--- src/rtl/sim_mmio_pkg.sv ---
`default_nettype none
// ============================================================================
// Module      : sim_mmio_pkg
// Description : Shared types and default MMIO map for the simulation monitor.
// Revision    : 1.0 - initial release
// ============================================================================
package sim_mmio_pkg;

    typedef enum logic [1:0] {
        ST_RUN   = 2'd0,
        ST_DRAIN = 2'd1,
        ST_HALT  = 2'd2
    } mon_state_t;

    typedef enum logic [1:0] {
        FC_NONE     = 2'd0,
        FC_TIMEOUT  = 2'd1,
        FC_RANGE    = 2'd2,
        FC_OVERFLOW = 2'd3
    } fault_cause_t;

    localparam logic [31:0] c_MMIO_BASE = 32'h9000_0000;
    localparam logic [31:0] c_PUTC_OFF  = 32'h0000_001c;
    localparam logic [31:0] c_EXIT_OFF  = 32'h0000_002c;

    // A single channel still carries a 1-bit channel field.
    function automatic int chan_width(input int nchan);
        return (nchan > 1) ? $clog2(nchan) : 1;
    endfunction

endpackage
`default_nettype wire

--- src/rtl/sim_sync_fifo.sv ---
`default_nettype none
// ============================================================================
// Module      : sim_sync_fifo
// Description : Single-clock FIFO with registered flags; full FIFO accepts a
//               push when a pop happens in the same cycle.
// Revision    : 1.0 - initial release
// ============================================================================
module sim_sync_fifo #(
    parameter  int WIDTH = 9,
    parameter  int DEPTH = 16,
    localparam int AW    = $clog2(DEPTH)
) (
    input  logic             clk,
    input  logic             resetb,
    input  logic             push,
    input  logic [WIDTH-1:0] wr_data,
    input  logic             pop,
    output logic [WIDTH-1:0] rd_data,
    output logic             empty,
    output logic             full,
    output logic [AW:0]      count
);

    logic [WIDTH-1:0] r_mem [DEPTH];
    logic [AW-1:0]    r_wptr;
    logic [AW-1:0]    r_rptr;
    logic [AW:0]      r_count;
    logic             r_empty;
    logic             r_full;

    logic             w_pop;
    logic             w_push;
    logic [AW:0]      w_count_nxt;

    assign w_pop  = pop & ~r_empty;
    assign w_push = push & (~r_full | w_pop);

    always_comb begin
        w_count_nxt = r_count;
        case ({w_push, w_pop})
            2'b10:   w_count_nxt = r_count + 1'b1;
            2'b01:   w_count_nxt = r_count - 1'b1;
            default: w_count_nxt = r_count;
        endcase
    end

    always_ff @(posedge clk or negedge resetb) begin
        if (!resetb) begin
            r_wptr  <= '0;
            r_rptr  <= '0;
            r_count <= '0;
            r_empty <= 1'b1;
            r_full  <= 1'b0;
        end else begin
            if (w_push) r_wptr <= r_wptr + 1'b1;
            if (w_pop)  r_rptr <= r_rptr + 1'b1;
            r_count <= w_count_nxt;
            r_empty <= (w_count_nxt == '0);
            r_full  <= (w_count_nxt == (AW+1)'(DEPTH));
        end
    end

    // Storage carries no reset; validity is tracked by the pointers alone.
    always_ff @(posedge clk) begin
        if (w_push) r_mem[r_wptr] <= wr_data;
    end

    assign rd_data = r_mem[r_rptr];
    assign empty   = r_empty;
    assign full    = r_full;
    assign count   = r_count;

endmodule
`default_nettype wire

--- src/rtl/sim_mmio_monitor.sv ---
`default_nettype none
// ============================================================================
// Module      : sim_mmio_monitor
// Description : MMIO console/exit decoder with console FIFO, PC-stall timeout
//               and out-of-range write detection; halts after draining.
// Revision    : 1.0 - initial release
// ============================================================================
module sim_mmio_monitor
    import sim_mmio_pkg::*;
#(
    parameter  logic [31:0] MMIO_BASE  = c_MMIO_BASE,
    parameter  logic [31:0] PUTC_OFF   = c_PUTC_OFF,
    parameter  logic [31:0] EXIT_OFF   = c_EXIT_OFF,
    parameter  int          NCHAN      = 1,
    parameter  int          MEM_AW     = 18,
    parameter  int          FIFO_DEPTH = 16,
    parameter  int          TIMEOUT    = 100,
    localparam int          CW         = chan_width(NCHAN)
) (
    input  logic          clk,
    input  logic          resetb,
    input  logic          wr_ready,
    input  logic [31:0]   wr_addr,
    input  logic [31:0]   wr_data,
    input  logic [3:0]    wr_strb,
    input  logic [31:0]   pc,
    output logic          mem_wready,
    output logic          tx_valid,
    output logic [CW-1:0] tx_chan,
    output logic [7:0]    tx_data,
    input  logic          tx_ready,
    output logic          done,
    output logic [31:0]   exit_code,
    output logic          fault,
    output logic [1:0]    fault_cause
);

    localparam int            FAW       = $clog2(FIFO_DEPTH);
    localparam int            FW        = CW + 8;
    localparam int            TW        = $clog2(TIMEOUT + 2);
    localparam logic [TW-1:0] c_TMO_MAX = TW'(TIMEOUT);
    localparam logic [TW-1:0] c_TMO_SAT = TW'(TIMEOUT + 1);

    mon_state_t    r_state;
    fault_cause_t  r_cause;
    logic          r_kind_exit;
    logic          r_done;
    logic          r_fault;
    logic [31:0]   r_exit_code;
    logic [31:0]   r_pc_q;
    logic [TW-1:0] r_tmo_cnt;

    logic          w_putc_hit;
    logic [CW-1:0] w_putc_chan;
    logic          w_exit_hit;
    logic          w_mmio_hit;
    logic          w_oor;
    logic          w_wr;
    logic          w_pop;
    logic          w_putc_req;
    logic          w_push;
    logic          w_ovf;
    logic          w_tmo;
    logic          w_drained;

    logic [FW-1:0] w_fifo_rd;
    logic          w_fifo_empty;
    logic          w_fifo_full;
    logic [FAW:0]  w_fifo_count;
    logic          w_unused;

    always_comb begin
        w_putc_hit  = 1'b0;
        w_putc_chan = '0;
        for (int k = 0; k < NCHAN; k++) begin
            if (wr_addr == MMIO_BASE + PUTC_OFF + 32'(4 * k)) begin
                w_putc_hit  = 1'b1;
                w_putc_chan = CW'(k);
            end
        end
    end

    assign w_exit_hit = (wr_addr == MMIO_BASE + EXIT_OFF);
    assign w_mmio_hit = w_putc_hit | w_exit_hit;
    assign w_oor      = ~w_mmio_hit & (|(wr_addr >> MEM_AW));
    assign w_wr       = wr_ready & (r_state == ST_RUN);

    // Out-of-range stores never reach RAM; they only raise the fault.
    assign mem_wready = w_wr & ~w_mmio_hit & ~w_oor;

    assign w_pop      = tx_valid & tx_ready;
    assign w_putc_req = w_wr & w_putc_hit & wr_strb[0];
    assign w_push     = w_putc_req & (~w_fifo_full | w_pop);
    assign w_ovf      = w_putc_req & w_fifo_full & ~w_pop;
    assign w_tmo      = (r_state == ST_RUN) & (r_tmo_cnt > c_TMO_MAX);

    // Halt on the same edge that pops the last buffered byte.
    assign w_drained  = w_fifo_empty | ((w_fifo_count == (FAW+1)'(1)) & w_pop);

    sim_sync_fifo #(
        .WIDTH (FW),
        .DEPTH (FIFO_DEPTH)
    ) u_fifo (
        .clk     (clk),
        .resetb  (resetb),
        .push    (w_push),
        .wr_data ({w_putc_chan, wr_data[7:0]}),
        .pop     (w_pop),
        .rd_data (w_fifo_rd),
        .empty   (w_fifo_empty),
        .full    (w_fifo_full),
        .count   (w_fifo_count)
    );

    always_ff @(posedge clk or negedge resetb) begin
        if (!resetb) begin
            r_state     <= ST_RUN;
            r_cause     <= FC_NONE;
            r_kind_exit <= 1'b0;
            r_done      <= 1'b0;
            r_fault     <= 1'b0;
            r_exit_code <= '0;
        end else begin
            case (r_state)
                ST_RUN: begin
                    if (w_wr && w_exit_hit) begin
                        r_exit_code <= wr_data;
                        r_kind_exit <= 1'b1;
                        r_state     <= ST_DRAIN;
                    end else if (w_wr && w_oor) begin
                        r_cause <= FC_RANGE;
                        r_state <= ST_DRAIN;
                    end else if (w_ovf) begin
                        r_cause <= FC_OVERFLOW;
                        r_state <= ST_DRAIN;
                    end else if (w_tmo) begin
                        r_cause <= FC_TIMEOUT;
                        r_state <= ST_DRAIN;
                    end
                end
                ST_DRAIN: begin
                    if (w_drained) begin
                        r_state <= ST_HALT;
                        r_done  <= r_kind_exit;
                        r_fault <= ~r_kind_exit;
                    end
                end
                default: begin
                    r_state <= r_state;
                end
            endcase
        end
    end

    always_ff @(posedge clk or negedge resetb) begin
        if (!resetb) begin
            r_pc_q    <= '0;
            r_tmo_cnt <= '0;
        end else begin
            r_pc_q <= pc;
            if (r_state == ST_RUN) begin
                if (pc != r_pc_q) begin
                    r_tmo_cnt <= '0;
                end else if (r_tmo_cnt != c_TMO_SAT) begin
                    r_tmo_cnt <= r_tmo_cnt + 1'b1;
                end
            end
        end
    end

    assign tx_valid    = ~w_fifo_empty;
    assign tx_chan     = w_fifo_rd[FW-1:8];
    assign tx_data     = w_fifo_rd[7:0];
    assign done        = r_done;
    assign fault       = r_fault;
    assign fault_cause = r_cause;
    assign exit_code   = r_exit_code;

    assign w_unused    = ^wr_strb[3:1];

endmodule
`default_nettype wire

--- config.mk ---
export PLATFORM = sky130hd
export DESIGN_NAME = sim_mmio_monitor
export DESIGN_NICKNAME = d
export VERILOG_FILES = /design/src/rtl/sim_mmio_pkg.sv /design/src/rtl/sim_sync_fifo.sv /design/src/rtl/sim_mmio_monitor.sv
export SDC_FILE = /design/constraint.sdc
export NUM_CORES = 1
export LEC_CHECK = 0
export CAP_MARGIN = 20
export CORE_ASPECT_RATIO = 0.8
export CORE_MARGIN = 3
export CORE_UTILIZATION = 57
export CTS_CLUSTER_DIAMETER = 120
export CTS_CLUSTER_SIZE = 20
export DETAILED_ROUTE_END_ITERATION = 8
export PLACE_DENSITY = 0.86
export SETUP_SLACK_MARGIN = 0.05
export SYNTH_ARGS = -nofsm -noshare
export SYNTH_HDL_FRONTEND = slang
export SYNTH_SLANG_ARGS = --single-unit
export TNS_END_PERCENT = 100
--- constraint.sdc ---
create_clock -name clk -period 4.74 [get_ports clk]
set_input_delay 0.948 -clock clk [delete_from_list [all_inputs] [get_ports clk]]
set_output_delay 0.948 -clock clk [all_outputs]
set_load 0.005 [all_outputs]
==> impl_metrics.ini, run 1 <==
[critical_path]
cp-end-kind = output port
cp_max_fo = 24
slowest_delay_ns = 0.65
required_ns = 3.79
startpoint_type = flip-flop
cpMaxStageDelayCell = dfrtp_2
critPathKind = flip-flop to output port
cpMostUsedCell = mux4_2
cp.arrival_ns = 3.00
cp_cell_sequence = buf_12 -> mux4_2 -> mux4_2 -> clkdlybuf4s50_1

[timing]
setup_violations = 0
relSlewSlack_pct = 33.1
finalCriticalPeriod_ns = 3.95
worstMarginPinSlew_ns = 1.00
max_freq_mhz = 253
setup-tns-final_ns = 0
fin_skew_ns = 0.0158
rsz0062_at_grt = no
post-route-period-util_pct = 83.3
slew_viol_final = 0
final-hold-violation-count = 0

[logic_synthesis]
synth_area_leaders = edfxtp_1 (42%), dfrtp_1 (25%), mux4_2 (9.9%), mux2_2 (4.0%), xnor2_1 (3.9%)
synth_ff_type = edfxtp_1
ys_seq_elements = 221
synthesis.nets = 645
ys_types = 53
netlist_top_cells_count = edfxtp_1 (128), dfrtp_1 (92), mux4_2 (40), xnor2_1 (40), mux2_2 (32)
synth_top_area_cell = edfxtp_1
syn-cell-area_um2 = 9070
yosysMostFrequentCell = edfxtp_1
yosysSeqAreaShare_pct = 68.1
synth_edf_count = 128
async_reset_ff_share_pct = 42.1
synth_top_area_share_pct = 42.4
synthCells = 528
yosys_warnings = 0
syn_area_per_cell_um2 = 17.2

[global_route]
gr-total-overflow = 0
antenna_found_initial = 0
grt_pass1_vias = 5732
grtUsageTotal_pct = 24.0
grt_pass1_wl_mm = 32.4
grt_max_degree = 50

[floorplan]
die_h_um = 119
die_x_um = 147
die_area_um2 = 17500
core_area_um2 = 15300
rows = 40
initial_core_util_pct = 59.2
io_pins = 151

[route]
via_count = 5344
vias_per_cell = 5.88
drc = 0
wirelength_mm = 20.9
wl_per_cell_um = 23.0
drt_first_pass_iters = 5
antenna_left = 0
dr.first_iter.drc_count = 440

[clock_network]
cts_buffers = 15
postCtsSetupRepairBufs = 0
hold_buffers = 0
cts.sinks = 221
clk_path_buf_depth = 3
ctsResizeCount = 0
path_clk_slew_ns = 0.09
cts_root_buf = clkbuf_16
cts-htree-levels = 1
clk-insertion-delay-late_ns = 0.48
cts_tree = yes

[job]
maxCapViolCount = 0

[min_path]
min_path_type = primary input to async pin

[power]
peakVddDrop_mv = 0.259
p_total_mw = 4.61
switching_share_pct = 26.6
p_seq_share_pct = 49.0
power.leakage_nw = 4.15
p_sw_mw = 1.23
internal-power_mw = 3.38
power_density_nw_per_um2 = 408
pwr-share-comb_pct = 24.1
clockPowerShare_pct = 26.9

[status]
status = finished, final reports clean

[place]
dp_hpwl_mm = 14.3
gp_congestion = 0.831
portBuffers = 146

[cells_and_area]
nFillCells = 908
nNetsFinal = 807
diodes = 0
syn2layout_area_growth_pct = 24.3
drive_gt1_share_pct = 18.2
[final cells by class]
| class | count | area, um2 | share of cell area [%] |
|---|---|---|---|
| Sequential cell | 221 | 6170 | 54.7 |
| Multi-Input combinational cell | 271 | 2730 | 24.2 |
| Inverter | 16 | 60.1 | 0.533 |
| Timing Repair Buffer | 165 | 1620 | 14.3 |
| Tap cell | 210 | 263 | 2.33 |
| Clock inverter | 3 | 32.5 | 0.288 |
| Clock buffer | 23 | 405 | 3.59 |
[placed cells by master (no fill, tap or decap), types with 5 or more instances in the layout]
cell type          n
clkbuf_1           8
dfrtp_1           91
inv_1             17
mux4_2            40
mux2i_1            8
edfxtp_1         128
o21ai_0            7
nand4_1           14
clkdlybuf4s50_1  145
nand3_1            6
xnor2_1           40
clkbuf_16         15
buf_4             18
nor4_4             5
nor3_1            10
nor2_1            24
nand2_1           23
mux2_2            32
ha_1              13
a21oi_1            5
[per-layer routing]
| metal | track usage, % | share of wire [%] |
|---|---|---|
| met5 | 0 | 0 |
| met4 | 7.51 | 3.1 |
| met3 | 4.11 | 6.5 |
| met2 | 40.9 | 51 |
| met1 | 32.2 | 40 |
[stage by stage]
step	hold WS, ns	setup slack [ns]	util [%]	std cells	area (um2)
after floorplan	0.435	1.43	-	528	9070
after global placement	0.457	0.736	70.7	882	10800
after detailed placement	0.477	0.587	70.7	882	10800
after CTS	0.464	0.738	73.6	908	11300
after global routing	0.491	0.687	73.6	909	11300
final	0.465	0.794	73.6	909	11300
[final timing paths]
path	from	endpoint	slack [ns]	cells past startpoint
setup reg to reg	r_state[1]	u_fifo.full	1.56	11
min in group clk	r_kind_exit	fault	0.51	1
max in group asynchronous	resetb	exit_code[3]	3.26	2
setup / recovery	u_fifo.r_rptr[0]	tx_data[5]	0.79	4
hold reg to reg	r_kind_exit	fault	0.51	1
hold / removal	resetb	u_fifo.count[0]	0.47	1
[worst max-delay path, delay by kind of cell (launching register included)]
kind                   cells  cell delay, ns
buffers and inverters      2            0.76
flip-flops                 1            0.65
multiplexers               2            1.10
[cells by family (layout without fill, tap and decap cells)]
group / Yosys count / in the layout / share of synthesized area, %
other cells: 1 / 1 / 0.0413
xor+xnor: 41 / 41 / 3.96
buf+inv: 36 / 207 / 1.90
flops: 221 / 221 / 68.1
mux: 81 / 81 / 14.9
compound gates: 27 / 27 / 1.99
simple gates: 108 / 108 / 7.35
fa+ha+maj: 13 / 13 / 1.79
[power by group through the flow]
stage / Combinational, mW / Clock, mW / Sequential (mW)
2_1_floorplan: 0.749 / 0 / 2.19
3_3_place_gp: 1.06 / 0 / 2.29
3_5_place_dp: 1.12 / 0 / 2.30
4_1_cts: 1.12 / 1.26 / 2.26
5_1_grt: 1.18 / 1.33 / 2.27
6_report: 1.11 / 1.24 / 2.26
[flip-flops by register name (all words and copies together) (netlist names), 2 cells and up]
signal,flops
fault_cause,2
r_pc_q,32
u_fifo.count,5
r_state,2
u_fifo.r_wptr,4
exit_code,32
u_fifo.r_mem,128
u_fifo.r_rptr,4
r_tmo_cnt,7
No activity file was read; power rests on OpenSTA's default activity.
==> inputs of run 2 (changes only) <==
- CORE_UTILIZATION: 57 -> 53
- PLACE_DENSITY: 0.86 -> 0.81
- clock period: 4.74 -> 3.7 ns (I/O delays scaled with it)
==> run 2 against run 1 <==
Net effect:
- flip-flop and latch count stayed put
- hold slack lost 0.18 ns
- largest cell class unchanged
- via count shrank 2.4%
- highest routed layer unchanged
==> impl_metrics.ini, run 2 (synthesis results as in run 1) <==
[power]
power_density_nw_per_um2 = 516
p_total_mw = 5.86
pwr-share-comb_pct = 24.5
clockPowerShare_pct = 26.8
p_seq_share_pct = 48.8
switching_share_pct = 26.0
internal-power_mw = 4.34
p_sw_mw = 1.52
peakVddDrop_mv = 0.308
power.leakage_nw = 4.19

[cells_and_area]
multi_input_area_um2 = 2730
seq_area_um2 = 6170
final_common_cell = clkdlybuf4s50_1
nFillCells = 1070
syn2layout_area_growth_pct = 25.2
largest_reg_flops = 128
stdcell_count = 928
diodes = 0
top_register = u_fifo.r_mem
final_cell_mix = clkdlybuf4s50_1 (145), edfxtp_1 (128), dfrtp_1 (91)
nNetsFinal = 817
drive_gt1_share_pct = 19.4

[floorplan]
rows = 42
core_area_um2 = 16700
io_pins = 151
initial_core_util_pct = 54.4
die_h_um = 123
die_area_um2 = 18700
die_x_um = 152

[job]
maxCapViolCount = 0

[critical_path]
required_ns = 2.96
r2r-start = r_state[0]
r2r_setup_slack_ns = 0.92
startpoint_type = flip-flop
cp.arrival_ns = 2.71
cp_max_fo = 22
critPathKind = flip-flop to output port
cp-end-kind = output port
crit_start = u_fifo.r_rptr[0]

[timing]
finalCriticalPeriod_ns = 3.45
rsz0062_at_grt = no
setup_violations = 0
slew_viol_final = 0
fin_skew_ns = 0.0183
relSlewSlack_pct = 42.3
final-hold-violation-count = 0
worstMarginPinSlew_ns = 0.858
post-route-period-util_pct = 93.2
setup-tns-final_ns = 0
max_freq_mhz = 290

[route]
antenna_left = 0
met1Wirelength_mm = 8.01
drc = 0
dr.first_iter.drc_count = 491
via_count = 5215
wl_per_cell_um = 20.0
highest-signal-layer = met4
wl_met2_mm = 9.21
wl_met3_um = 946
wirelength_mm = 18.5
drt_first_pass_iters = 5
vias_per_cell = 5.62

[clock_network]
cts-htree-levels = 1
cts.sinks = 221
cts_root_buf = clkbuf_16
path_clk_slew_ns = 0.08
hold_buffers = 0
clk_path_buf_depth = 3
cts_buffers = 15
clk-insertion-delay-late_ns = 0.48
cts_tree = yes
ctsResizeCount = 0
postCtsSetupRepairBufs = 0

[global_route]
grt_pass1_wl_mm = 29.6
grt_max_degree = 53
grtUsageTotal_pct = 19.9
gr-total-overflow = 0
grt_pass1_vias = 5611
antenna_found_initial = 0

[place]
placed_cells = 903
dp_hpwl_mm = 13.1
gp_congestion = 0.833
portBuffers = 146

[status]
status = finished, final reports clean

[min_path]
min_path_type = primary input to async pin
run 2: cell count changes in the layout (fill, tap and decap cells not counted), sizes merged:
| cell | before | now |
|---|---|---|
| clkbuf | 23 | 22 |
| buf | 20 | 30 |
run 2: layout make-up:
cell class,count,area share [%]
flip-flops and latches,221,54.4
clock inverters,3,0.286
multi-input cells,271,24.0
inverters,16,0.529
well taps,220,2.42
clock buffers,22,3.54
repair buffers,175,14.9
run 2: power groups by stage:
stage	registers, mW	logic, mW	clock network [mW]
after floorplan	2.81	0.959	0
after global placement	2.90	1.41	0
after detailed placement	2.91	1.46	0
after CTS	2.86	1.46	1.61
after global routing	2.88	1.55	1.69
final	2.86	1.44	1.57
run 2: stage by stage:
step | hold slack (ns) | util [%] | worst slack (ns) | cell area, um2
CTS | 0.302 | 68.2 | 0.218 | 11400
detailed placement | 0.485 | 65.6 | 0.105 | 10900
global placement | 0.454 | 65.6 | 0.182 | 10900
finish | 0.284 | 68.2 | 0.251 | 11400
global route | 0.320 | 68.2 | 0.162 | 11400
floorplan | 0.435 | - | 0.596 | 9070
run 2: final timing paths:
path | end | cells after the start
max in group asynchronous | r_pc_q[4] | 2
min in group clk | fault | 1
max reg2reg | u_fifo.empty | 10
max | tx_data[2] | 4
min | exit_code[16] | 1
min reg2reg | fault | 1
run 2: worst max-delay path: stages, from the launching register on:
cell	delay (ns)
dfrtp_2	0.47
buf_12	0.24
mux4_2	0.54
mux4_2	0.50
clkdlybuf4s50_1	0.46
run 2: per-layer routing:
metal	up-vias	GRT usage, %
li1	2337	-
met1	2679	27.8
met2	167	33.2
met3	32	3.64
met4	0	4.77
met5	-	0
==> inputs of run 3 (changes only) <==
- SKIP_CTS_REPAIR_TIMING: default -> 1
- SLEW_MARGIN: default -> 20
- TNS_END_PERCENT: 100 -> 5
==> results of run 3 <==
Same layout as run 2: the final DEF is identical, and so are final timing and power.
